File: src/rtl/mips_pkg.sv
// rtl/mips_pkg.sv - shared types for the MIPS32 fetch-stage PC sequencer
package mips_pkg;

  typedef logic [31:0] addr_t;

  localparam addr_t PC_INC = 32'd4;

  typedef enum logic [1:0] {
    BOOT,
    RUN,
    PEND
  } pcs_state_t;

  typedef enum logic [3:0] {
    SRC_HOLD,
    SRC_SEQ,
    SRC_EXC,
    SRC_ERET,
    SRC_REDIR,
    SRC_CAPTURE,
    SRC_SLOT,
    SRC_PEND_SLOT,
    SRC_PEND
  } pc_src_t;

  function automatic addr_t align_word(addr_t a);
    return {a[31:2], 2'b00};
  endfunction

endpackage

File: src/rtl/pc_next_mux.sv
// rtl/pc_next_mux.sv - combinational priority select of the next fetch PC source
module pc_next_mux
  import mips_pkg::*;
#(
  parameter addr_t EXC_VECTOR = 32'h0000_0180
) (
  input  logic    run,
  input  logic    exc_req,
  input  logic    eret,
  input  logic    jmp_valid,
  input  logic    br_taken,
  input  logic    stall,
  input  logic    pend_active,
  input  logic    pend_slot_due,
  input  logic    slot_en,
  input  addr_t   pc,
  input  addr_t   epc,
  input  addr_t   jmp_target,
  input  addr_t   br_target,
  input  addr_t   pend_target,
  output pc_src_t src,
  output addr_t   next_pc,
  output addr_t   redir_target
);

  always_comb begin
    redir_target = align_word(jmp_valid ? jmp_target : br_target);
    src          = SRC_SEQ;
    next_pc      = pc + PC_INC;
    if (!run) begin
      src     = SRC_HOLD;
      next_pc = pc;
    end else if (exc_req) begin
      src     = SRC_EXC;
      next_pc = EXC_VECTOR;
    end else if (eret) begin
      src     = SRC_ERET;
      next_pc = epc;
    end else if (jmp_valid || br_taken) begin
      if (stall) begin
        src     = SRC_CAPTURE;
        next_pc = pc;
      end else if (slot_en) begin
        // delay slot is fetched first; the target waits in the pending register
        src     = SRC_SLOT;
        next_pc = pc + PC_INC;
      end else begin
        src     = SRC_REDIR;
        next_pc = redir_target;
      end
    end else if (stall) begin
      src     = SRC_HOLD;
      next_pc = pc;
    end else if (pend_active) begin
      if (pend_slot_due) begin
        src     = SRC_PEND_SLOT;
        next_pc = pc + PC_INC;
      end else begin
        src     = SRC_PEND;
        next_pc = pend_target;
      end
    end
  end

endmodule

File: src/rtl/pc_sequencer.sv
// rtl/pc_sequencer.sv - MIPS32 next-PC controller; PC_SEQ_DELAY_SLOT_EN enables the branch delay slot
module pc_sequencer
  import mips_pkg::*;
#(
  parameter addr_t RESET_VECTOR = 32'h0000_0000,
  parameter addr_t EXC_VECTOR   = 32'h0000_0180
) (
  input  logic  clk,
  input  logic  reset,
  input  logic  stall_i,
  input  logic  br_taken_i,
  input  addr_t br_target_i,
  input  logic  jmp_valid_i,
  input  addr_t jmp_target_i,
  input  logic  exc_req_i,
  input  addr_t exc_pc_i,
  input  logic  eret_i,
  output addr_t pc_o,
  output logic  pc_valid_o,
  output logic  flush_o,
  output addr_t epc_o
);

`ifdef PC_SEQ_DELAY_SLOT_EN
  localparam logic SLOT_EN = 1'b1;
`else
  localparam logic SLOT_EN = 1'b0;
`endif

  pcs_state_t state_q, state_d;
  addr_t      pc_q, epc_q, epc_d, pend_q, pend_d;
  logic       slot_done_q, slot_done_d;
  logic       flush_q, flush_d;
  pc_src_t    src;
  addr_t      next_pc, redir_target;

  pc_next_mux #(
    .EXC_VECTOR(EXC_VECTOR)
  ) u_mux (
    .run          (state_q != BOOT),
    .exc_req      (exc_req_i),
    .eret         (eret_i),
    .jmp_valid    (jmp_valid_i),
    .br_taken     (br_taken_i),
    .stall        (stall_i),
    .pend_active  (state_q == PEND),
    .pend_slot_due(SLOT_EN && !slot_done_q),
    .slot_en      (SLOT_EN),
    .pc           (pc_q),
    .epc          (epc_q),
    .jmp_target   (jmp_target_i),
    .br_target    (br_target_i),
    .pend_target  (pend_q),
    .src          (src),
    .next_pc      (next_pc),
    .redir_target (redir_target)
  );

  always_ff @(posedge clk or posedge reset) begin
    if (reset) begin
      state_q     <= BOOT;
      pc_q        <= RESET_VECTOR;
      epc_q       <= '0;
      pend_q      <= '0;
      slot_done_q <= 1'b0;
      flush_q     <= 1'b0;
    end else begin
      state_q     <= state_d;
      pc_q        <= next_pc;
      epc_q       <= epc_d;
      pend_q      <= pend_d;
      slot_done_q <= slot_done_d;
      flush_q     <= flush_d;
    end
  end

  always_comb begin
    state_d     = state_q;
    epc_d       = epc_q;
    pend_d      = pend_q;
    slot_done_d = slot_done_q;
    flush_d     = 1'b0;
    unique case (src)
      SRC_HOLD: begin
        if (state_q == BOOT) state_d = RUN;
      end
      SRC_EXC: begin
        epc_d   = exc_pc_i;
        flush_d = 1'b1;
        state_d = RUN;
      end
      SRC_ERET: begin
        flush_d = 1'b1;
        state_d = RUN;
      end
      SRC_REDIR: begin
        flush_d = 1'b1;
        state_d = RUN;
      end
      SRC_CAPTURE: begin
        // a newer redirect replaces any older one and owes its own delay slot
        pend_d      = redir_target;
        slot_done_d = 1'b0;
        state_d     = PEND;
      end
      SRC_SLOT: begin
        pend_d      = redir_target;
        slot_done_d = 1'b1;
        state_d     = PEND;
      end
      SRC_PEND_SLOT: begin
        slot_done_d = 1'b1;
      end
      SRC_PEND: begin
        flush_d = !SLOT_EN;
        state_d = RUN;
      end
      default: begin
      end
    endcase
  end

  assign pc_o       = pc_q;
  assign pc_valid_o = (state_q != BOOT);
  assign flush_o    = flush_q;
  assign epc_o      = epc_q;

endmodule

File: config.mk
export PLATFORM = sky130hd
export DESIGN_NAME = pc_sequencer
export DESIGN_NICKNAME = d
export VERILOG_FILES = /design/src/rtl/mips_pkg.sv /design/src/rtl/pc_next_mux.sv /design/src/rtl/pc_sequencer.sv
export SDC_FILE = /design/constraint.sdc
export NUM_CORES = 1
export LEC_CHECK = 0
export CAP_MARGIN = 30
export CORE_ASPECT_RATIO = 0.7
export CORE_MARGIN = 10
export CORE_UTILIZATION = 53
export CTS_BUF_LIST = sky130_fd_sc_hd__clkbuf_4
export CTS_CLUSTER_SIZE = 30
export DETAILED_ROUTE_END_ITERATION = 10
export GPL_TIMING_DRIVEN = 0
export PLACE_DENSITY = 0.89
export SLEW_MARGIN = 20
export SYNTH_ARGS = -nofsm -noshare
export SYNTH_HDL_FRONTEND = slang
export SYNTH_SLANG_ARGS = --single-unit
File: constraint.sdc
create_clock -name clk -period 4.9 [get_ports clk]
set_input_delay 0.98 -clock clk [delete_from_list [all_inputs] [get_ports clk]]
set_output_delay 0.98 -clock clk [all_outputs]
set_load 0.01 [all_outputs]
==> out/metrics.yaml, run 1 <==
placement:
  placed_cells: 896
  io_buffers: 163
  pre_cts_slack_ps: 1040
  place_area_mm2: 0.00741
  place.gp.congestion: 0.963
  hpwlAfterDp_um: 16000
synthesis:
  postSynth.asyncResetShare_pct: 100
  synth_adder_area_share_pct: 0.225
  synth-main-ff-cell: "dfrtp_1"
  syn_area_mm2: 0.00557
  syn_inst: 599
  yosys_warnings: 0
  netlist.area_leader.share_pct: 43.6
  yosysTopAreaCell: "dfrtp_1"
  synth_common_cells: "dfrtp_1 (97), nand2_1 (58), nor2_1 (56)"
  ys_types: 66
  synth-edff-count: 0
  syn_avg_cell_area_um2: 9.30
  synth_xor_area_share_pct: 1.10
  syn_nets: 703
  synth_top_family_by_area: "compound AO/OA/AOI/OAI gates"
  synth-compound-area-share_pct: 21.3
  ys_seq_area_share_pct: 43.6
  synth-seq-cells: 97
  yosysMostFrequentCell: "dfrtp_1"
  synth_mux_area_share_pct: 10.5
  synth_area_leaders: "dfrtp_1 (44%), mux2_2 (6.9%), nand2_1 (3.9%)"
  synth-simple-area-share_pct: 19.0
clock_network:
  clk_latency_ps: 470
  htreeDepth: 3
  post-cts-setup-buffer-count: 0
  cts_buffer_depth: 2
  cts.repair.resized: 0
  cts_made_buffers: 9
  cts_hold_buf: 0
  clk_pin_slew_ps: 130
  cts_tree: "done"
  cts_root_buffer: "clkbuf_4"
  cts.sink_count: 97
status:
  status: "complete, no violations"
setup_path:
  crit_slowest_cell: "a2111oi_1"
  cp_cell_sequence: "clkdlybuf4s50_1 > buf_2 > nor2_2 > nand3b_1 > a2111oi_1 > a21oi_1 > o21ai_0"
  reg2reg_setup_slack_ps: 2160
  startpoint_type: "input port"
  crit_fanout: 10
  r2r_start: "state_q[0]"
  r2r_cells: 6
  crit_family: "compound AO/OA/AOI/OAI gates"
  cp.buffers_inverters: 2
  arrival_ps: 3970
  r2r_end: "pc_o[12]"
  crit_type: "input port to register"
  required_ps: 5290
  slowest_delay_ps: 1120
  end_kind: "register"
hold_path:
  hold_start: "pc_o[1]"
  min_path_cells: 2
  hp-class: "register to register"
  hold_end: "pc_o[1]"
timing:
  final.min_clock_period_ps: 3580
  finalHoldViolations: 0
  fmax_ghz: 0.279
  skew_ps: 23.5
  fin_crit_sh_pct: 73.1
  rsz0062_at_grt: "no"
  whs_ps: 524
  tns_ps: 0
  setup_ws_ps: 1320
  relSlewSlack_pct: 26.3
  slew_violations: 0
  finalSetupViolations: 0
  tightest_slew_ps: 1100
die:
  die_h_um: 106
  design.die.area_mm2: 0.0151
  die_w_um: 143
  initial_utilization_pct: 54.0
  core.rowCount: 31
  io_pins: 169
  core-area_mm2: 0.0103
final_layout:
  nNetsFinal: 879
  fin_area_mm2: 0.00759
  num_antenna_cells: 0
  fin_util_pct: 73.5
  drive_gt1_share_pct: 10.8
  fin_cells: 911
  area_growth_pct: 36.2
grt:
  grt_start_max_net_pins: 64
  grtUsageTotal_pct: 26.9
  antenna_found_initial: 0
  grt_overflow_total: 0
  grt_pass1_wl_um: 32100
  grt_pass1_vias: 5658
drt:
  drtIter0Drc: 701
  ant_nets: 0
  wl_um: 20700
  drcViolationCount: 0
  routed_via_density: 6.34
  route.vias.total: 5773
  drt-pass1-iter-count: 6
  wl_per_cell_um: 22.8
job:
  max_cap_viol_count: 0
pwr:
  power.switching_mw: 0.658
  swShare_pct: 30.4
  seqPwrFrac_pct: 47.5
  clkPwrFrac_pct: 25.0
  cellLeakagePower_nw: 3.03
  combPwrFrac_pct: 27.5
  internal_power_mw: 1.51
  ir_drop_mv: 0.167
  finalPower_mw: 2.16
  powerDensity_mw_per_mm2: 285
layout make-up:
| class | instances | area, um^2 |
|---|---|---|
| clock inverters | 3 | 90.1 |
| multi-input cells | 446 | 2900 |
| inverters | 17 | 68.8 |
| clock buffers | 12 | 90.1 |
| fillers | 769 | 2730 |
| repair buffers | 165 | 1660 |
| well taps | 132 | 165 |
| plain buffers | 39 | 178 |
| flip-flops and latches | 97 | 2430 |
flip-flops by register name, indices dropped and copies added (netlist names):
register / cells
epc_o: 32
flush_o: 1
state_q: 2
pc_o: 32
pend_q: 30
power by group through the flow:
| stage | combinational (mW) | sequential, mW | clock [mW] |
|---|---|---|---|
| final | 0.596 | 1.03 | 0.541 |
| after global routing | 0.640 | 1.04 | 0.571 |
| after CTS | 0.592 | 1.02 | 0.543 |
| after detailed placement | 0.589 | 1.04 | 0 |
| after global placement | 0.566 | 1.03 | 0 |
| after floorplan | 0.254 | 1.04 | 0 |
placed cells by master (no fill, tap or decap), types with 9 or more instances in the layout:
| master | synthesis | final |
|---|---|---|
| mux2_2 | 34 | 34 |
| dfrtp_1 | 97 | 97 |
| nor2b_1 | 11 | 11 |
| nand3_1 | 17 | 17 |
| buf_2 | 9 | 10 |
| o21ai_0 | 34 | 34 |
| clkbuf_1 | 25 | 25 |
| or3b_2 | 9 | 9 |
| inv_1 | 17 | 16 |
| a21oi_1 | 43 | 43 |
| clkdlybuf4s50_1 | 0 | 163 |
| a31oi_1 | 12 | 12 |
| nor2_1 | 56 | 56 |
| nand2_1 | 58 | 58 |
| clkbuf_4 | 0 | 12 |
| mux2i_1 | 20 | 20 |
| nand2b_1 | 11 | 11 |
cell families (layout without fill, tap and decap cells):
logic type	after synthesis	count (layout)
flip-flops	97	97
adder cells (fa/ha/maj)	1	1
buffers and inverters	56	236
multiplexers	54	54
XOR/XNOR	7	7
AO/OA/AOI/OAI	174	174
AND/OR/NAND/NOR	210	210
per-layer routing:
layer	track usage, %	vias up	share of wire (%)
met5	0	-	0
met4	5.29	0	1.2
met3	9.78	31	13
met2	39.7	399	44
met1	37.3	2782	42
li1	-	2561	-
worst max path at each step:
stage                     startpoint         end  slack [ps]  cells after the start
after floorplan                reset    epc_o[0]        1390                      1
after global placement         reset  pend_q[13]         -60                      2
after detailed placement      eret_i    pc_o[12]        1040                      7
after CTS                     eret_i    pc_o[12]        1470                      7
after global routing          eret_i    pc_o[12]        1370                      7
final                         eret_i    pc_o[12]        1320                      7
worst register-to-register path, stage by stage, from the launching register on:
cell and delay (ps):
dfrtp_1 460, nor2_1 160, inv_1 180, nand3b_1 420, a2111oi_1 1120, a21oi_1 160, o21ai_0 180
No activity file was read; power rests on OpenSTA's default activity.
==> run 2: changes to the inputs <==
--- a/config.mk
+++ b/config.mk
@@ -8,12 +8,12 @@
 export CAP_MARGIN = 30
 export CORE_ASPECT_RATIO = 0.7
 export CORE_MARGIN = 10
-export CORE_UTILIZATION = 53
+export CORE_UTILIZATION = 49
 export CTS_BUF_LIST = sky130_fd_sc_hd__clkbuf_4
 export CTS_CLUSTER_SIZE = 30
 export DETAILED_ROUTE_END_ITERATION = 10
 export GPL_TIMING_DRIVEN = 0
-export PLACE_DENSITY = 0.89
+export PLACE_DENSITY = 0.83
 export SLEW_MARGIN = 20
 export SYNTH_ARGS = -nofsm -noshare
 export SYNTH_HDL_FRONTEND = slang
==> constraint.sdc (replaced) <==
create_clock -name clk -period 3.7 [get_ports clk]
set_input_delay 0.74 -clock clk [delete_from_list [all_inputs] [get_ports clk]]
set_output_delay 0.74 -clock clk [all_outputs]
set_load 0.01 [all_outputs]
==> out/metrics.yaml, run 2 (synthesized netlist as in run 1, its figures left out) <==
clock_network:
  post-cts-setup-buffer-count: 0  # unchanged
  cts_hold_buf: 0  # unchanged
  cts_tree: "done"
  htreeDepth: 3  # unchanged
  cts.repair.resized: 0  # unchanged
  cts_made_buffers: 9  # unchanged
  cts_buffer_depth: 2  # unchanged
  clk_latency_ps: 500  # +30 ps
  cts_root_buffer: "clkbuf_4"
  clk_pin_slew_ps: 140  # about the same
  cts.sink_count: 97  # unchanged
timing:
  final.min_clock_period_ps: 2880
  finalSetupViolations: 0  # unchanged
  rsz0062_at_grt: "no"
  fmax_ghz: 0.347
  skew_ps: 21.8  # -1.79 ps
  tns_ps: 0  # unchanged
  fin_crit_sh_pct: 77.9
  relSlewSlack_pct: 44.2  # +18 points
  slew_violations: 0  # unchanged
  tightest_slew_ps: 830  # -273 ps
  finalHoldViolations: 0  # unchanged
hold_path:
  hp-class: "register to register"
die:
  core.rowCount: 32  # +3.2%
  design.die.area_mm2: 0.0161  # +6.8%
  core-area_mm2: 0.0111  # +7.1%
  io_pins: 169  # unchanged
  initial_utilization_pct: 50.4  # -3.6 points
  die_h_um: 109  # +3.2%
  die_w_um: 147  # +3.4%
final_layout:
  final-seq-area_mm2: 0.00243  # unchanged
  layout_commonest_cell: "clkdlybuf4s50_1"
  fin_util_pct: 68.4  # -5.2 points
  multi_input_area_mm2: 0.00290  # about the same
  n_fill_cell: 905  # +18%
  fin_area_mm2: 0.00756  # -0.41%
  drive_gt1_share_pct: 10.7  # -0.041 points
  num_antenna_cells: 0  # unchanged
  layout_common_cells: "clkdlybuf4s50_1 (163), dfrtp_1 (97), nand2_1 (58), nor2_1 (56), a21oi_1 (43)"
  area_growth_pct: 35.6
  nNetsFinal: 881  # +0.23%
grt:
  grt_pass1_vias: 5546  # -2.0%
  grt_pass1_wl_um: 32200  # +0.30%
  antenna_found_initial: 1  # +1
  grt_start_max_net_pins: 63  # -1.6%
  grtUsageTotal_pct: 25.6  # -1.3 points
  grt_overflow_total: 0  # unchanged
drt:
  ant_nets: 0  # unchanged
  drt-pass1-iter-count: 5  # -1
  drtIter0Drc: 768  # +9.6%
  drcViolationCount: 0  # unchanged
  routed_via_density: 6.26  # -1.3%
  wl_per_cell_um: 22.4  # -1.6%
  route.vias.total: 5850  # +1.3%
  wl_um: 20900  # +0.96%
setup_path:
  crit_type: "input port to register"
  cp_cell_sequence: "clkdlybuf4s50_1 > buf_2 > nor2_2 > nand3b_1 > a2111oi_0 > buf_1 > a21oi_1 > o21ai_0"
  end_kind: "register"
  arrival_ps: 3310  # -660 ps
  required_ps: 4130  # -1160 ps
  crit_fanout: 10  # unchanged
  crit_family: "buffers and inverters"
  crit_slowest_cell: "a2111oi_0"
  cp.buffers_inverters: 3  # +1
  slowest_delay_ps: 550  # -570 ps
  startpoint_type: "input port"
status:
  status: "complete, no violations"
placement:
  hpwlAfterDp_um: 16100  # +0.74%
  place.gp.congestion: 0.934  # -3.0%
  io_buffers: 163  # unchanged
  place_area_mm2: 0.00744  # +0.39%
pwr:
  ir_drop_mv: 0.165  # -1.0%
  powerDensity_mw_per_mm2: 354  # +24%
  cellLeakagePower_nw: 3.00  # -0.98%
job:
  max_cap_viol_count: 0  # unchanged
## run 2: cell count changes in the layout (fill, tap and decap cells not counted), sizes merged
cell	delta
buf	+1
bufinv	-3
clkinv	+4
clkinvlp	+1
## run 2: path summary, 6_finish.rpt
| path | start | endpoint | slack, ps | cells past startpoint |
|---|---|---|---|---|
| setup reg to reg | pc_o[5] | pc_o[31] | 1220 | 6 |
| hold reg to reg | pc_o[1] | pc_o[1] | 510 | 2 |
| hold / removal | pc_o[1] | pc_o[1] | 510 | 2 |
| max in group asynchronous | reset | pend_q[3] | 2490 | 3 |
| min in group asynchronous | reset | pc_o[31] | 590 | 2 |
| setup / recovery | eret_i | pc_o[12] | 820 | 8 |
## run 2: cell type report
class                           instances  area share (%)
Multi-Input combinational cell        446            38.4
Timing Repair Buffer                  167            22.1
Clock buffer                           11            1.09
Buffer                                 39            2.35
Sequential cell                        97            32.1
Inverter                               17           0.911
Tap cell                              153            2.53
Clock inverter                          5           0.431
## run 2: per-layer routing
layer  wire length, um  vias up  global-route usage (%)
met2              8930      398                    37.2
met3              2630       25                    8.44
li1                  -     2579                       -
met5                 0        -                       0
met4               272        0                    5.71
met1              9110     2848                    36.2
## run 2: through the flow
step                      total power, mW  hold slack [ps]  worst slack [ps]  cells
after CTS                            2.67              516               818    934
after global routing                 2.79              544               744    935
final                                2.68              507               816    935
after global placement               2.12              466             -1180    915
after floorplan                      1.71              490               426    599
after detailed placement             2.15              483               293    918
## run 2: power by group
| part | leakage (nW) | internal, mW | switching [mW] |
|---|---|---|---|
| clock network | 0.0621 | 0.151 | 0.377 |
| logic | 1.79 | 0.417 | 0.369 |
| registers | 1.15 | 1.22 | 0.147 |
## run 2: worst register-to-register path, cell delays in order (launching register included)
cell and delay, ps:
dfrtp_1 380, clkbuf_2 200, nand4_4 190, or3_2 590, nor4_1 530, mux2_2 390, a21oi_1 130
